<file path="src/rtl/route_pkg.sv">
// route_pkg
//   Definitions shared between the route scheduler and cmd_contrl: host opcodes,
//   the STOP command byte, the scheduler state type and a helper that builds a
//   GO command byte from a destination ID.
//   No ports (package).

package route_pkg;

    // Host byte layout: [7:6] opcode, [5:0] destination ID
    localparam logic [1:0] OP_STOP = 2'b00;
    localparam logic [1:0] OP_GO   = 2'b01;
    localparam logic [1:0] OP_CLR  = 2'b10;
    localparam logic [1:0] OP_NOP  = 2'b11;

    localparam logic [7:0] STOP_BYTE = 8'h00;

    typedef enum logic [2:0] {
        IDLE,
        ISSUE,
        WAIT_START,
        MOVING,
        DWELL,
        STOP_ISSUE
    } state_t;

    function automatic logic [7:0] go_byte(input logic [5:0] id);
        return {OP_GO, id};
    endfunction

endpackage

</file>
<file path="src/rtl/dest_fifo.sv">
// dest_fifo
//   DEPTH x 6-bit destination queue with push, pop and flush.
//   A push while full is discarded (the caller reports the drop); a pop while
//   empty is ignored. Flush empties the queue and overrides push/pop in the same
//   cycle. Head entry is presented combinationally on head_id.
// Ports
//   clk      in   system clock
//   rst      in   synchronous, active-high reset
//   push     in   enqueue push_id this cycle
//   push_id  in   6-bit destination ID
//   pop      in   dequeue head this cycle
//   flush    in   empty the queue
//   head_id  out  entry at the head of the queue (valid when !empty)
//   count    out  number of stored entries, 0..DEPTH
//   full     out  count == DEPTH
//   empty    out  count == 0

module dest_fifo #(
    parameter int DEPTH = 4
) (
    input  logic                         clk,
    input  logic                         rst,
    input  logic                         push,
    input  logic [5:0]                   push_id,
    input  logic                         pop,
    input  logic                         flush,
    output logic [5:0]                   head_id,
    output logic [$clog2(DEPTH+1)-1:0]   count,
    output logic                         full,
    output logic                         empty
);

    localparam int AW = $clog2(DEPTH);
    localparam int CW = $clog2(DEPTH + 1);

    logic [5:0]    mem [DEPTH];
    logic [AW-1:0] wr_ptr;
    logic [AW-1:0] rd_ptr;
    logic          push_ok;
    logic          pop_ok;

    assign full    = (count == CW'(DEPTH));
    assign empty   = (count == '0);
    assign push_ok = push && !full && !flush;
    assign pop_ok  = pop && !empty && !flush;
    assign head_id = mem[rd_ptr];

    // DEPTH is a power of two, so pointer overflow is the mod-DEPTH wrap.
    always_ff @(posedge clk) begin
        if (rst || flush) begin
            wr_ptr <= '0;
            rd_ptr <= '0;
            count  <= '0;
        end else begin
            if (push_ok) wr_ptr <= wr_ptr + AW'(1);
            if (pop_ok)  rd_ptr <= rd_ptr + AW'(1);
            case ({push_ok, pop_ok})
                2'b10:   count <= count + CW'(1);
                2'b01:   count <= count - CW'(1);
                default: count <= count;
            endcase
        end
    end

    always_ff @(posedge clk) begin
        if (push_ok) mem[wr_ptr] <= push_id;
    end

endmodule

</file>
<file path="src/rtl/route_sched.sv">
// route_sched
//   Destination scheduler in front of cmd_contrl. Host bytes from the UART
//   receiver queue GO destinations; legs are released one at a time: issue the
//   GO, wait for in_transit to rise then fall (arrival), dwell DWELL_CYC cycles,
//   then issue the next leg. STOP bypasses the queue, CLEAR only empties it.
// Ports
//   clk           in   system clock
//   rst           in   synchronous, active-high reset
//   host_cmd      in   host byte: [7:6] opcode, [5:0] destination ID
//   host_rdy      in   host_cmd valid (level, held until clr_host_rdy)
//   clr_host_rdy  out  1-cycle pulse: host byte consumed
//   cmd           out  command byte to cmd_contrl
//   cmd_rdy       out  cmd valid (level, held until clr_cmd_rdy)
//   clr_cmd_rdy   in   cmd_contrl consumed cmd
//   in_transit    in   robot travelling
//   q_cnt         out  queued destinations
//   q_full        out  q_cnt == DEPTH
//   drop          out  1-cycle pulse: GO discarded because the queue was full
//   busy          out  state != IDLE
//
// state      | meaning
// -----------+-----------------------------------------------------------
// IDLE       | no leg active; pops the queue head as soon as one exists
// ISSUE      | GO byte presented, waiting for cmd_contrl to take it
// WAIT_START | GO taken, waiting for in_transit to rise
// MOVING     | robot travelling, waiting for in_transit to fall
// DWELL      | parked at destination, dwell counter running down
// STOP_ISSUE | STOP byte presented, waiting for cmd_contrl to take it

module route_sched
    import route_pkg::*;
#(
    parameter int DEPTH     = 4,
    parameter int DWELL_CYC = 25000
) (
    input  logic                         clk,
    input  logic                         rst,
    input  logic [7:0]                   host_cmd,
    input  logic                         host_rdy,
    output logic                         clr_host_rdy,
    output logic [7:0]                   cmd,
    output logic                         cmd_rdy,
    input  logic                         clr_cmd_rdy,
    input  logic                         in_transit,
    output logic [$clog2(DEPTH+1)-1:0]   q_cnt,
    output logic                         q_full,
    output logic                         drop,
    output logic                         busy
);

    localparam int DW = $clog2(DWELL_CYC + 1);

    state_t        state;
    logic [DW-1:0] dwell_cnt;

    logic [1:0]    op;
    logic          accept;
    logic          is_go;
    logic          is_stop;
    logic          is_clr;
    logic          flush;
    logic          pop;
    logic [5:0]    head_id;
    logic          q_empty;

    // clr_host_rdy is high for the cycle after an accept, which masks the
    // still-asserted host_rdy so each byte is taken exactly once.
    assign accept  = host_rdy && !clr_host_rdy;
    assign op      = host_cmd[7:6];
    assign is_go   = accept && (op == OP_GO);
    assign is_stop = accept && (op == OP_STOP);
    assign is_clr  = accept && (op == OP_CLR);
    assign flush   = is_stop || is_clr;

    // A flush arriving in the same cycle as a pop wins: nothing is issued.
    assign pop     = (state == IDLE) && !q_empty && !flush;

    dest_fifo #(
        .DEPTH (DEPTH)
    ) u_fifo (
        .clk     (clk),
        .rst     (rst),
        .push    (is_go),
        .push_id (host_cmd[5:0]),
        .pop     (pop),
        .flush   (flush),
        .head_id (head_id),
        .count   (q_cnt),
        .full    (q_full),
        .empty   (q_empty)
    );

    always_ff @(posedge clk) begin
        if (rst) begin
            state        <= IDLE;
            cmd          <= 8'h00;
            cmd_rdy      <= 1'b0;
            clr_host_rdy <= 1'b0;
            drop         <= 1'b0;
            busy         <= 1'b0;
            dwell_cnt    <= '0;
        end else begin
            clr_host_rdy <= accept;
            // Full test uses the pre-pop count, so a GO racing an IDLE pop
            // into a full queue is still dropped.
            drop         <= is_go && q_full;

            if (is_stop) begin
                // Overwrites a pending GO in place; cmd_rdy stays high.
                cmd     <= STOP_BYTE;
                cmd_rdy <= 1'b1;
                busy    <= 1'b1;
                state   <= STOP_ISSUE;
            end else begin
                case (state)
                    IDLE: begin
                        if (pop) begin
                            cmd     <= go_byte(head_id);
                            cmd_rdy <= 1'b1;
                            busy    <= 1'b1;
                            state   <= ISSUE;
                        end
                    end
                    ISSUE: begin
                        if (clr_cmd_rdy) begin
                            cmd_rdy <= 1'b0;
                            state   <= WAIT_START;
                        end
                    end
                    WAIT_START: begin
                        if (in_transit) state <= MOVING;
                    end
                    MOVING: begin
                        if (!in_transit) begin
                            dwell_cnt <= DW'(DWELL_CYC - 1);
                            state     <= DWELL;
                        end
                    end
                    DWELL: begin
                        if (dwell_cnt == '0) begin
                            busy  <= 1'b0;
                            state <= IDLE;
                        end else begin
                            dwell_cnt <= dwell_cnt - DW'(1);
                        end
                    end
                    STOP_ISSUE: begin
                        if (clr_cmd_rdy) begin
                            cmd_rdy <= 1'b0;
                            busy    <= 1'b0;
                            state   <= IDLE;
                        end
                    end
                    default: begin
                        cmd_rdy <= 1'b0;
                        busy    <= 1'b0;
                        state   <= IDLE;
                    end
                endcase
            end
        end
    end

endmodule

</file>
<file path="config.mk">
export PLATFORM = sky130hd
export DESIGN_NAME = route_sched
export DESIGN_NICKNAME = d
export VERILOG_FILES = /design/src/rtl/route_pkg.sv /design/src/rtl/dest_fifo.sv /design/src/rtl/route_sched.sv
export SDC_FILE = /design/constraint.sdc
export NUM_CORES = 1
export LEC_CHECK = 0
export ABC_AREA = 1
export BUFFER_PORTS_ARGS = -buffer_cell sky130_fd_sc_hd__buf_2
export CORE_MARGIN = 5
export CORE_UTILIZATION = 45
export CTS_CLUSTER_SIZE = 16
export DETAILED_ROUTE_END_ITERATION = 10
export PLACE_DENSITY = 0.62
export SLEW_MARGIN = 20
export SYNTH_ARGS = -nofsm -noshare
export SYNTH_HDL_FRONTEND = slang
export SYNTH_SLANG_ARGS = --single-unit
export TNS_END_PERCENT = 100
</file>
<file path="constraint.sdc">
create_clock -name clk -period 3.3 [get_ports clk]
set_clock_uncertainty 0.2 [all_clocks]
set_input_delay 0.495 -clock clk [delete_from_list [all_inputs] [get_ports clk]]
set_output_delay 0.495 -clock clk [all_outputs]
set_load 0.005 [all_outputs]
</file>
==> metrics <==
All-Layer GR Usage=14.6%; Worst setup EP type=register; initial detailed-routing violation count=87; sequential power share=35.9%; die height=92.3 um; Peak Freq=413 MHz; Overall Power=0.00265 W; Int Pwr=0.00152 W; clock share of power=21.7%; port buffer count=27; VDD IR max=0.350 mV; Sink Count=60; pin count of the biggest net entering global routing=19; vias in the first global route=2,227; Worst-path clk slew=0.07 ns; worst r2r path cells=11; fraction of layout cells with a size suffix above 1=19.1%; Setup CP Type=reg -> reg; reg-to-reg startpoint=state[0]; pwr/cell area=778 nW/um^2; Period minus WS final=2.42 ns; Setup-failing EPs final=0; Ys Warns=0; Req. time, crit path=3.32 ns; die area=8520 um^2; Worst Setup SP=state[0]; Slew Viols, Final=0; CTS tree=built; Fin Hold WS=0.177 ns; hold buffers post-CTS=0; Gates resized, CTS repair=0; Comb power frac=42.4%; TritonRoute pass-1 iters=4; DRC=0; outcome=complete, no violations; first-pass GRT wire length=10000 um; Post-Synthesis Cells=383; post-synthesis sequential area ratio=47.3%; H-tree level count=3; final std cells w/o fill=499; Rows=30; Final HPWL DP=4310 um; slew of the pin with the lowest slew margin=0.586 ns; global route overflow=0; detailed-route via count=2,447; Primary FF master, synth=dfxtp_1; Nets=434; Hold Startpoint=host_cmd[0]; Psw=0.00113 W; CTS buffer count=9; Via density=4.90; post-synthesis async set-or-reset flop share=0%; Clock Path Buffers=2; antenna viol nets, final=0; Tightest Hold Check Type=in -> reg; area growth from synthesis to layout=11.7%; dpl cells=483; core region area=6680 um^2; crit start category=register; initial antenna violation count=0; FF+latch count, synth=60; Post-synth EDFFs=24; Synthesized Nets=403; CP arrival=2.44 ns; endpoints failing hold=0; Ports=29; Mean Syn Cell Area=7.96 um^2; later-pin clock latency in the skew report=0.33 ns; GPL Wtd Cong=0.837; final WL=5800 um; Initial Utilization=45.6%; Antenna Diode Count=0; most common cell after layout, fill and taps aside=nor2_1; worst-path fanout max=16; die width=92.3 um; post-CTS setup buffers=0; Root Driver=clkbuf_8; Hold Path Cell Cnt=1; fin crit share=73.3%; switching share of total power=42.5%; commonest cells after routing, fill and taps aside=nor2_1, nand2_1, inv_1, dfxtp_1, buf_2; P_leak=1.46 nW; post-synthesis cell area=3050 um^2; Relative slew margins=60.8%; setup TNS=0 ns; Max Cap Viol=0; RSZ-0062 raised after global routing=false; Synth cell types=40; WL per Instance=11.6 um
per-layer routing:
metal	global-route usage, %	routed length, um	vias up
li1	-	-	1302
met1	18.5	2700	1101
met3	4.79	237	2
met2	23.8	2840	42
met4	4.58	25	0
met5	0	0	-
final cells by class:
class | instances | area [um^2]
clock buffers | 9 | 124
clock inverters | 7 | 52.6
fillers | 648 | 3270
inverters | 52 | 203
multi-input cells | 263 | 1340
flip-flops and latches | 60 | 1440
well taps | 80 | 100
repair buffers | 28 | 143
flip-flops by register name, indices dropped and copies added (netlist names):
name / cells
u_fifo.count: 3
u_fifo.rd_ptr: 2
busy: 1
clr_host_rdy: 1
u_fifo.wr_ptr: 2
cmd: 7
drop: 1
cmd_rdy: 1
u_fifo.mem: 24
state: 3
dwell_cnt: 15
critical path, stage by stage, from the launching register on:
cell	delay [ns]
dfxtp_1	0.36
inv_2	0.13
nand2_1	0.11
nor3_2	0.16
buf_4	0.22
ha_1	0.17
inv_1	0.07
fa_1	0.38
a21oi_1	0.14
o21ai_0	0.12
o21ai_0	0.19
a21oi_1	0.05
cell usage after synthesis, drive strengths merged, types with 3 or more instances:
library cell / instances / area, um^2
a31oi: 6 / 37.5
edfxtp: 24 / 721
nor3: 8 / 45.0
o21ai: 30 / 158
nand4: 3 / 25.0
a21oi: 19 / 129
ha: 6 / 75.1
dfxtp: 36 / 721
clkbuf: 4 / 15.0
nand2: 70 / 293
buf: 4 / 46.3
nand3: 27 / 158
inv: 50 / 190
nor2: 84 / 333
worst paths after layout:
check | to | slack, ns
worst min-delay path | u_fifo.mem[3][0] | 0.18
worst min register to register | clr_host_rdy | 0.27
worst max-delay path | u_fifo.count[2] | 0.88
worst max register to register | u_fifo.count[2] | 0.88
kinds of logic (layout without fill, tap and decap cells):
group	count (synthesis)	count (layout)	share of synthesized area, %
AO/OA/AOI/OAI	57	57	11.3
XOR/XNOR	3	3	0.862
adder cells (fa/ha/maj)	7	7	3.12
buffers and inverters	60	96	8.66
flip-flops	60	60	47.3
other	1	1	0.123
AND/OR/NAND/NOR	195	195	28.7
per-stage QoR:
step	instance area, um^2	setup slack (ns)	util, %
final	3410	0.880	51.0
after CTS	3410	0.914	51.0
after floorplan	3050	0.891	-
after detailed placement	3230	0.747	48.4
after global routing	3410	0.665	51.0
after global placement	3230	0.829	48.4
power by group through the flow:
stage | combinational (W) | sequential [W] | clock (W)
detailed placement | 0.00113 | 0.000966 | 0
CTS | 0.00113 | 0.000951 | 0.000599
floorplan | 0.000959 | 0.000947 | 0
finish | 0.00112 | 0.000951 | 0.000575
global route | 0.00130 | 0.000965 | 0.000626
global placement | 0.00111 | 0.000964 | 0
Power figures use the tool's default switching activity.
